## config.mk

```make
export PLATFORM = sky130hd
export DESIGN_NAME = add_iter_ctrl
export DESIGN_NICKNAME = d
export VERILOG_FILES = /design/src/rtl/add_iter_ctrl.sv
export SDC_FILE = /design/constraint.sdc
export NUM_CORES = 1
export LEC_CHECK = 0
export BUFFER_PORTS_ARGS = -buffer_cell sky130_fd_sc_hd__buf_4
export CORE_ASPECT_RATIO = 1.2
export CORE_UTILIZATION = 37
export DETAILED_ROUTE_END_ITERATION = 10
export MAX_ROUTING_LAYER = met4
export RECOVER_POWER = 50
export SLEW_MARGIN = 0
export SYNTH_ARGS = -nofsm -noshare
export SYNTH_HDL_FRONTEND = slang
export SYNTH_SLANG_ARGS = --single-unit
```

## constraint.sdc

```tcl
create_clock -name clk -period 3.8 [get_ports clk]
set_input_delay 0.38 -clock clk [delete_from_list [all_inputs] [get_ports clk]]
set_output_delay 0.38 -clock clk [all_outputs]
set_load 0.1 [all_outputs]
```

## src/rtl/add_iter_ctrl.sv

```systemverilog
// Multi-cycle add/subtract sequencer: repeats a bitwise half-adder pass
// (sum = a^b, carry = a&b) until the shifted carry vector is zero.

module add #(
   parameter int N = 16
) (
   input  logic [N-1:0] rs1_reg,
   input  logic [N-1:0] rs2_reg,
   output logic [N-1:0] add_rd,
   output logic [N-1:0] co
);
   assign add_rd = rs1_reg ^ rs2_reg;
   assign co     = rs1_reg & rs2_reg;
endmodule

// Handshake: a request transfers on the rising edge where req_valid && req_ready;
// a result transfers on the rising edge where res_valid && res_ready. Neither
// valid may depend combinationally on the matching ready.
module add_iter_ctrl #(
   parameter int N     = 16,
   parameter int CNT_W = $clog2(N+2)
) (
   input  logic             clk,
   input  logic             rst_n,
   input  logic             req_valid,
   output logic             req_ready,
   input  logic [N-1:0]     op_a,
   input  logic [N-1:0]     op_b,
   input  logic             op_sub,
   output logic             res_valid,
   input  logic             res_ready,
   output logic [N-1:0]     result,
   output logic             cout,
   output logic             ovf,
   output logic [CNT_W-1:0] iter_cnt,
   output logic             busy
);

   typedef enum logic [1:0] {IDLE = 2'd0, ITER = 2'd1, DONE = 2'd2} state_t;

   state_t         state;
   state_t         state_nxt;
   logic [N-1:0]   x;
   logic [N-1:0]   y;
   logic           first;
   logic           sub_r;
   logic           a_msb;
   logic           b_msb;
   logic [N-1:0]   add_rd;
   logic [N-1:0]   co;
   logic           inj;
   logic [N-1:0]   y_n;
   logic           accept;
   logic           carry_zero;

   add #(.N(N)) u_add (
      .rs1_reg (x),
      .rs2_reg (y),
      .add_rd  (add_rd),
      .co      (co)
   );

   // The +1 of two's-complement subtract enters as bit 0 of the first carry vector.
   assign inj        = first && sub_r;
   assign y_n        = {co[N-2:0], inj};
   assign carry_zero = (y_n == '0);
   assign accept     = req_valid && req_ready;

   always_ff @(posedge clk or negedge rst_n) begin
      if (!rst_n) state <= IDLE;
      else        state <= state_nxt;
   end

   always_comb begin
      state_nxt = state;
      case (state)
         IDLE:    if (req_valid)  state_nxt = ITER;
         ITER:    if (carry_zero) state_nxt = DONE;
         DONE:    if (res_ready)  state_nxt = IDLE;
         default:                 state_nxt = IDLE;
      endcase
   end

   always_comb begin
      req_ready = (state == IDLE);
      res_valid = (state == DONE);
      busy      = (state != IDLE);
   end

   always_ff @(posedge clk or negedge rst_n) begin
      if (!rst_n) begin
         x        <= '0;
         y        <= '0;
         first    <= 1'b0;
         sub_r    <= 1'b0;
         a_msb    <= 1'b0;
         b_msb    <= 1'b0;
         result   <= '0;
         cout     <= 1'b0;
         ovf      <= 1'b0;
         iter_cnt <= '0;
      end else if (accept) begin
         x        <= op_a;
         y        <= op_sub ? ~op_b : op_b;
         a_msb    <= op_a[N-1];
         b_msb    <= op_sub ? ~op_b[N-1] : op_b[N-1];
         first    <= 1'b1;
         sub_r    <= op_sub;
         cout     <= 1'b0;
         iter_cnt <= '0;
      end else if (state == ITER) begin
         x        <= add_rd;
         y        <= y_n;
         // At most one carry leaves bit N-1 over the whole operation.
         cout     <= cout | co[N-1];
         iter_cnt <= iter_cnt + CNT_W'(1);
         first    <= 1'b0;
         if (carry_zero) begin
            result <= add_rd;
            ovf    <= (a_msb == b_msb) && (add_rd[N-1] != a_msb);
         end
      end
   end

endmodule

```

==> results of run 1 <==
[registers in the layout (all words and copies together) (netlist names)]
register	count
first	1
a_msb	1
y	16
sub_r	1
x	16
b_msb	1
cout	1
iter_cnt	5
result	16
state	2
ovf	1
[critical path, delay by kind of cell (launching register included)]
family,cells,cell delay (ns)
mux,1,0.37
simple gates,3,1.08
fa+ha+maj,1,0.21
buf+inv,1,0.30
flops,1,0.39
[final cells by class]
| cell class | instances | area (µm²) |
|---|---|---|
| clock inverter | 5 | 25.0 |
| tap | 92 | 115 |
| inverter | 2 | 7.51 |
| fill | 745 | 4030 |
| clock buffer | 11 | 151 |
| multi-input combinational | 205 | 1310 |
| sequential | 61 | 1530 |
| timing repair buffer | 68 | 459 |
[cell families (layout without fill, tap and decap cells)]
family                   count (synthesis)  count (layout)
flip-flops                              61              61
AND/OR/NAND/NOR                        113             113
AO/OA/AOI/OAI                           42              42
multiplexers                            17              17
adder cells (fa/ha/maj)                 17              17
XOR/XNOR                                16              16
buffers and inverters                   17              86
[cells in the final DEF, fill, tap and decap left out, drive strengths merged, types with 2 or more instances in the layout]
cell type,n
a21o,2
a21oi,2
a22oi,15
a31oi,14
buf,54
clkbuf,25
clkinv,5
dfrtp,61
ha,17
inv,2
mux2,17
nand2,77
nand3,5
nand4,2
nor2,20
nor2b,2
nor4,2
o21ai,7
or4,2
xnor2,2
xor2,14
[path summary, 6_finish.rpt]
check | end | slack [ns] | startpoint | cells past startpoint
setup / recovery | result[3] | 1.33 | y[4] | 6
hold / removal | x[0] | 0.27 | op_a[0] | 3
setup reg to reg | result[3] | 1.33 | y[4] | 6
hold reg to reg | first | 0.47 | first | 2
max in group asynchronous | state[1] | 2.45 | rst_n | 1
min in group asynchronous | x[1] | 0.41 | rst_n | 1
[routing by layer]
layer  wire length, µm  global-route usage [%]  part of all wire [%]  vias up
li1                  -                       -                     -     1099
met1              3030                    23.1                    45     1088
met2              3340                    29.2                    49       56
met3               238                    3.52                   3.5       11
met4               156                    9.68                   2.3        0
met5                 0                       -                     0        -
[per-stage QoR]
| step | hold WS [ns] | util (%) |
|---|---|---|
| after floorplan | 0.0844 | - |
| after global placement | 0.460 | 45.5 |
| after detailed placement | 0.465 | 45.5 |
| after CTS | 0.143 | 47.8 |
| after global routing | 0.266 | 47.1 |
| final | 0.267 | 47.1 |
==> summary by stage, run 1 <==
Synth
The sequential element share of the synthesized area is 52.6%. The number of enable flip-flop cells after synthesis is 0. After Yosys synthesis, full adders, half adders and majority gates account for under 10% of the synthesized area. The most frequently used cell type in the post-synthesis netlist is sky130_fd_sc_hd__nand2_1. The flip-flop and latch count after synthesis is between 60 and 70. In the post-synthesis netlist, the biggest area contributors are sky130_fd_sc_hd__dfrtp_1 (53%), sky130_fd_sc_hd__nand2_1 (10%), sky130_fd_sc_hd__ha_1 (7.3%). The Yosys step of the flow raised 0 warnings. The count of mapped cells out of synthesis is between 200 and 300. The synthesized-area fraction occupied by ao, oa, aoi and oai cells is approximately a tenth. The post-synthesis share of cell area spent on and, or, nand and nor gates is between 10% and 20%. After synthesis, the share of flip-flops with an asynchronous set or reset is 100%. A synthesized cell averages slightly above 10 µm². The number of distinct library cells after synthesis is 28. The flip-flop cell with the highest count after synthesis is sky130_fd_sc_hd__dfrtp_1. The commonest cells after synthesis are sky130_fd_sc_hd__nand2_1 (77), sky130_fd_sc_hd__dfrtp_1 (61), sky130_fd_sc_hd__nor2_1 (20). The post-synthesis cell type with the largest combined area is sky130_fd_sc_hd__dfrtp_1. Summing every instance area after synthesis gives between 2000 and 3000 µm². The multiplexer share of the synthesized area is ~6.6%.

Summed over its instances, the top area cell type makes up around 53% of the synthesized netlist area. The combinational family with the most area after synthesis is simple AND/OR/NAND/NOR gates. Summing the areas of all xor and xnor instances in the mapped netlist gives between 4 and 5% of the synthesized area. When the netlist entered floorplanning its net count stood at around 340.

STA
Setup repair after global routing left no endpoint under its margin. The post-route fraction of the period consumed by the critical path is between 60% and 70%. The maximum clock rate is between 400 and 500 MHz. The transition time at the pin with the least slew margin is 1.72 ns. The number of failing hold endpoints at the final stage came to 0. The clock period could shrink to around 2.5 ns.

The number of slew-limit violations in the final report is 100. The final-layout setup total negative slack is 0 ns. The max-slew headroom at the worst pin is -14.4%. On the final layout, the worst clock skew is about 0.0092 ns. Setup violations remaining at the end of the flow were counted as 0. Setup slack closes at approximately 1.3 ns.

Worst setup path
The cell with the biggest individual delay on the critical path is sky130_fd_sc_hd__or4_1. The critical path endpoint category is a register. STA puts the critical path data required time at 4.03 ns.

In this design, the stage delay of the slowest critical-path cell is between 0.5 and 0.6 ns. The worst setup path is of the register to register kind. STA puts the critical path data arrival time at between 2 and 3 ns. Walking the worst path, the cells encountered are ha_1 -> or4_1 -> or4_4 -> nor3_4 -> buf_4 -> mux2_2. The worst-path maximum fanout is 18.

The startpoint type of the worst setup path is a register.

Run
The tool flagged a number of max-cap violations equal to 2.

Final layout
The area growth from synthesis to layout is 23.8%. The final net count is between 400 and 500. The share of cells above drive strength 1 is between 20% and 30%.

The final standard cell area without fillers is approximately 3600 µm². Leaving out filler cells and counting taps, the final layout contains around 440. 0 antenna diodes ended up in the layout.

Clocking
The tree is rooted in a sky130_fd_sc_hd__clkbuf_8. Clock latency on the worst-skew pair, taken at its later pin, is 0.34 ns. Gates resized during post-CTS repair numbered 0. The number of clock buffers inserted by TritonCTS is 9. The H-tree level count is 3. The number of sinks on the clock net is 61. After clock tree synthesis, the clock-pin slew on the worst setup and hold paths is 0.07 ns. TritonCTS built the clock tree. In this run, post-CTS hold repair placed 0 buffers. The post-CTS setup buffer count is 0. The buffer levels on the longest clock path is 2.

Status
The flow ran to the end, but the final reports show violations. The checks that failed: design-rule violations, max-capacitance violations, max-slew violations.

Detailed routing
The detailed-route wire length is about 6800 µm. The first detailed-routing pass ran for 7 iterations. The first routing iteration left 155 violations.

After detailed routing, the number of vias per cell comes to between 5 and 6. The average wire length per cell after detail routing is roughly 15 µm. The detailed router placed approximately 2300 vias in this run. The number of nets with antenna violations after routing is 0.

For this run, design rule violations remaining after detail routing come to 2.

Placed design
The quantity of I/O buffers inserted on ports is 62. The final HPWL from detailed placement is approximately 4500 µm. In this run the cell area measured after placement is around 3500 µm². Prior to clock tree synthesis, the placed netlist has a worst setup slack of approximately 1.3 ns. Routability-driven placement finished with a final weighted congestion of approximately 0.75. The count of placed standard cells including taps is 428.

Floorplan
The floorplan step defined a core boundary enclosing roughly 7600 µm². For this configuration, the core starts out at a cell density of between 30% and 40%. The die span in y is approximately 99 µm. The total number of placement rows is 35. The die covers ~8200 µm². The boundary pin count is 63. From left edge to right edge, the die measures slightly above 80 µm.

Global route
Entering global routing, the biggest net connects a little over 60 pins. Global routing finished with a remaining overflow of 0. The first global-routing pass estimated between 10000 and 15000 µm of wire. The via count of the first global-routing pass was approximately 2300. Global routing used a little under a fifth of the available tracks across all layers. The number of antenna violations at the first check in global routing is 0.

Worst hold path
The min-delay analysis places its worst path in the category input port to register.
Power of run 1 is left out: the tool's default activity adds up to more than one toggle a clock period on the data nets, which glitch-free logic cannot reach.
==> run 2, diff against run 1 <==
- clock period: 3.8 -> 2.3 ns (I/O delays scaled with it)
==> summary by stage, run 2 (synthesis gave the netlist of run 1 again) <==
Worst setup path
The kind of cell with the highest combined delay on the critical path is simple AND/OR/NAND/NOR gates. Walking the worst path, the cells encountered are ha_1 -> or4_4 -> or4_4 -> nor3_4 -> buf_12 -> mux2_2. For the worst setup path, the data arrival time is 2.60 ns. The buffer and inverter count on the worst path is 1. The cell with the most instances on the worst path is sky130_fd_sc_hd__or4_4.

The beginning of the critical path is y[2]. The endpoint of the worst register-to-register path is result[6]. The timing endpoint of the critical path is result[6].

The cell with the biggest individual delay on the critical path is sky130_fd_sc_hd__or4_4. The data required time of the worst path is between 2 and 3 ns. Along the worst path, the maximum fanout reaches 14.

The critical path crosses 6 cells after its start point. The startpoint type of the worst setup path is a register. In this run the critical register-to-register path is launched from y[2]. STA classifies the critical path endpoint as a register. Setup slack on the worst reg-to-reg path comes out at -0.07 ns. The largest single stage delay on the critical path is 0.48 ns. The critical path in this run is classified as register to register. The length in cells of the worst reg-to-reg path is 6.

Detailed routing
The pre-antenna-repair detailed-routing pass consisted of 4 iterations. In the detailed route, the total length drawn on met3 is approximately 300 µm. For this block, the initial DRC count from the detailed router was around 120.

After detailed routing, the number of vias per cell comes to approximately 5. The wire length on met2 is about 3300 µm. After detailed routing, the wire length on met1 is ~3200 µm. The remaining design rule violation count is 0.

The count of nets left with antenna violations once routing finished came out at 0. In the final routed layout, each cell accounts on average for 15.5 µm. The detailed-route wire length is ~7000 µm. The final route contains 2286 vias. After detailed routing, no signal wire sits above met4.

Final layout
The number of antenna diodes in the final layout is 0. For this run, the share of the core covered by cells in the final layout is between 40% and 50%. The most frequent standard cell in the layout excluding fill and tap cells is sky130_fd_sc_hd__nand2_1. Leaving out fill and tap cells, the most frequent cells in the layout are sky130_fd_sc_hd__nand2_1 (77), sky130_fd_sc_hd__buf_4 (67), sky130_fd_sc_hd__dfrtp_1 (61). Compared with the post-synthesis result, the final layout area differs by 27.1%.

The share of cells above drive strength 1 is around 30%. For this run, the post-layout net count is 407. The finished layout holds between 400 and 500 standard cells, fillers aside. The largest registers in the layout are result x16, x x16, y x16.

Clocking
Clock-pin slew was measured on the worst setup and hold paths at around 0.06 ns. The number of sinks on the clock net is a little over 60. The post-CTS setup buffer count is 0.

The clock tree from TritonCTS is done. Clock tree synthesis selected as its root buffer the cell sky130_fd_sc_hd__clkbuf_8. The H-tree was split into 3 levels. The latest clock arrival within the worst-skew pair is roughly 0.34 ns. The buffer levels on the longest clock path is 2. The number of clock buffers inserted by TritonCTS is 9.

Status
The checks that failed: max-capacitance violations, max-slew violations, negative setup slack. The run finished, with violations left.

Floorplan
The die span in y is between 90 and 100 µm. 63 I/O pins were placed. The total number of placement rows is 35. From left edge to right edge, the die measures between 80 and 90 µm. The initial utilization of the core area, before any placement, comes to a little under two fifths. The floorplan step defined a die boundary enclosing 8200 µm². After floorplanning, the core was sized to cover 7620 µm².

Placed design
The final weighted congestion in routability-driven placement is about 0.77. The quantity of I/O buffers inserted on ports is 62. The count of placed standard cells including taps is around 430. Once detailed placement completed, the half-perimeter wirelength came to ~4800 µm.

STA
The number of failing hold endpoints at the final stage was 0. The worst path uses 103% of the clock period. Setup violations remaining at the end of the flow were counted as 17. The minimum period implied by the final worst setup slack is roughly 2.4 ns. Setup repair after global routing could not meet its margin everywhere.

The clock arrives with just under 0.01 ns of skew. The transition time at the pin with the least slew margin is between 1.5 and 2 ns. The number of slew-limit violations in the final report is 62.

The maximum clock rate is 421 MHz. In the post-route analysis, the smallest setup slack over all paths is -0.0749 ns. The max-slew headroom at the worst pin is -3.96%.

Global route
Summed over all layers, the global routing overflow is 0. The via count of the first global-routing pass is between 2000 and 2500. The number of antenna violations at the first check in global routing is 0.

The total routing usage reported by global routing is approximately a fifth. Entering global routing, the biggest net connects 62 pins. The first global-routing pass estimated about 12000 µm of wire.

Worst hold path
The worst min-delay path class is input port to register.

Run
The count of max-cap constraint violations is 1.
## run 2: worst min-delay path by stage
stage,cells after the start,end,slack (ns),from
global route,3,x[6],0.12,op_a[6]
global placement,1,x[1],0.36,rst_n
CTS,3,a_msb,0.10,op_a[15]
finish,3,x[6],0.11,op_a[6]
detailed placement,1,result[4],0.37,rst_n
floorplan,0,a_msb,-0.07,rst_n
## run 2: final cells by class
cell class | count | area [µm²]
Fill cell | 756 | 3930
Inverter | 2 | 7.51
Sequential cell | 61 | 1530
Tap cell | 92 | 115
Clock inverter | 2 | 10.0
Timing Repair Buffer | 74 | 553
Multi-Input combinational cell | 205 | 1330
Clock buffer | 13 | 149
## run 2: worst reg2reg max path, cell delays in order, from the launching register on
cell and delay (ns):
sky130_fd_sc_hd__dfrtp_1 0.39, sky130_fd_sc_hd__ha_1 0.22, sky130_fd_sc_hd__or4_4 0.48, sky130_fd_sc_hd__or4_4 0.45
sky130_fd_sc_hd__nor3_4 0.19, sky130_fd_sc_hd__buf_12 0.18, sky130_fd_sc_hd__mux2_2 0.35
## run 2: repair_timing
item                       CTS  global route
resized for setup            1             2
setup endpoints to repair   17            17
hold buffers                 1             0
hold endpoints to repair     9             0
## run 2: routing by layer
layer	vias to the layer above	global-route usage, %
met3	13	3.52
met4	0	10.2
met1	1100	22.7
met2	59	29.3
li1	1114	-
met5	-	-
## run 2: stage by stage
step                worst slack, ns  cell area, µm²  hold WS, ns  setup TNS [ns]
floorplan                    -0.119            2910      -0.0656           -1.07
global placement            -0.0265            3520        0.357          -0.349
detailed placement          -0.0733            3520        0.368           -1.02
CTS                         -0.0852            3700        0.104           -1.24
global route                 -0.130            3690        0.116           -1.93
finish                      -0.0749            3690        0.115           -1.04
Power of run 2 is left out for the same reason.
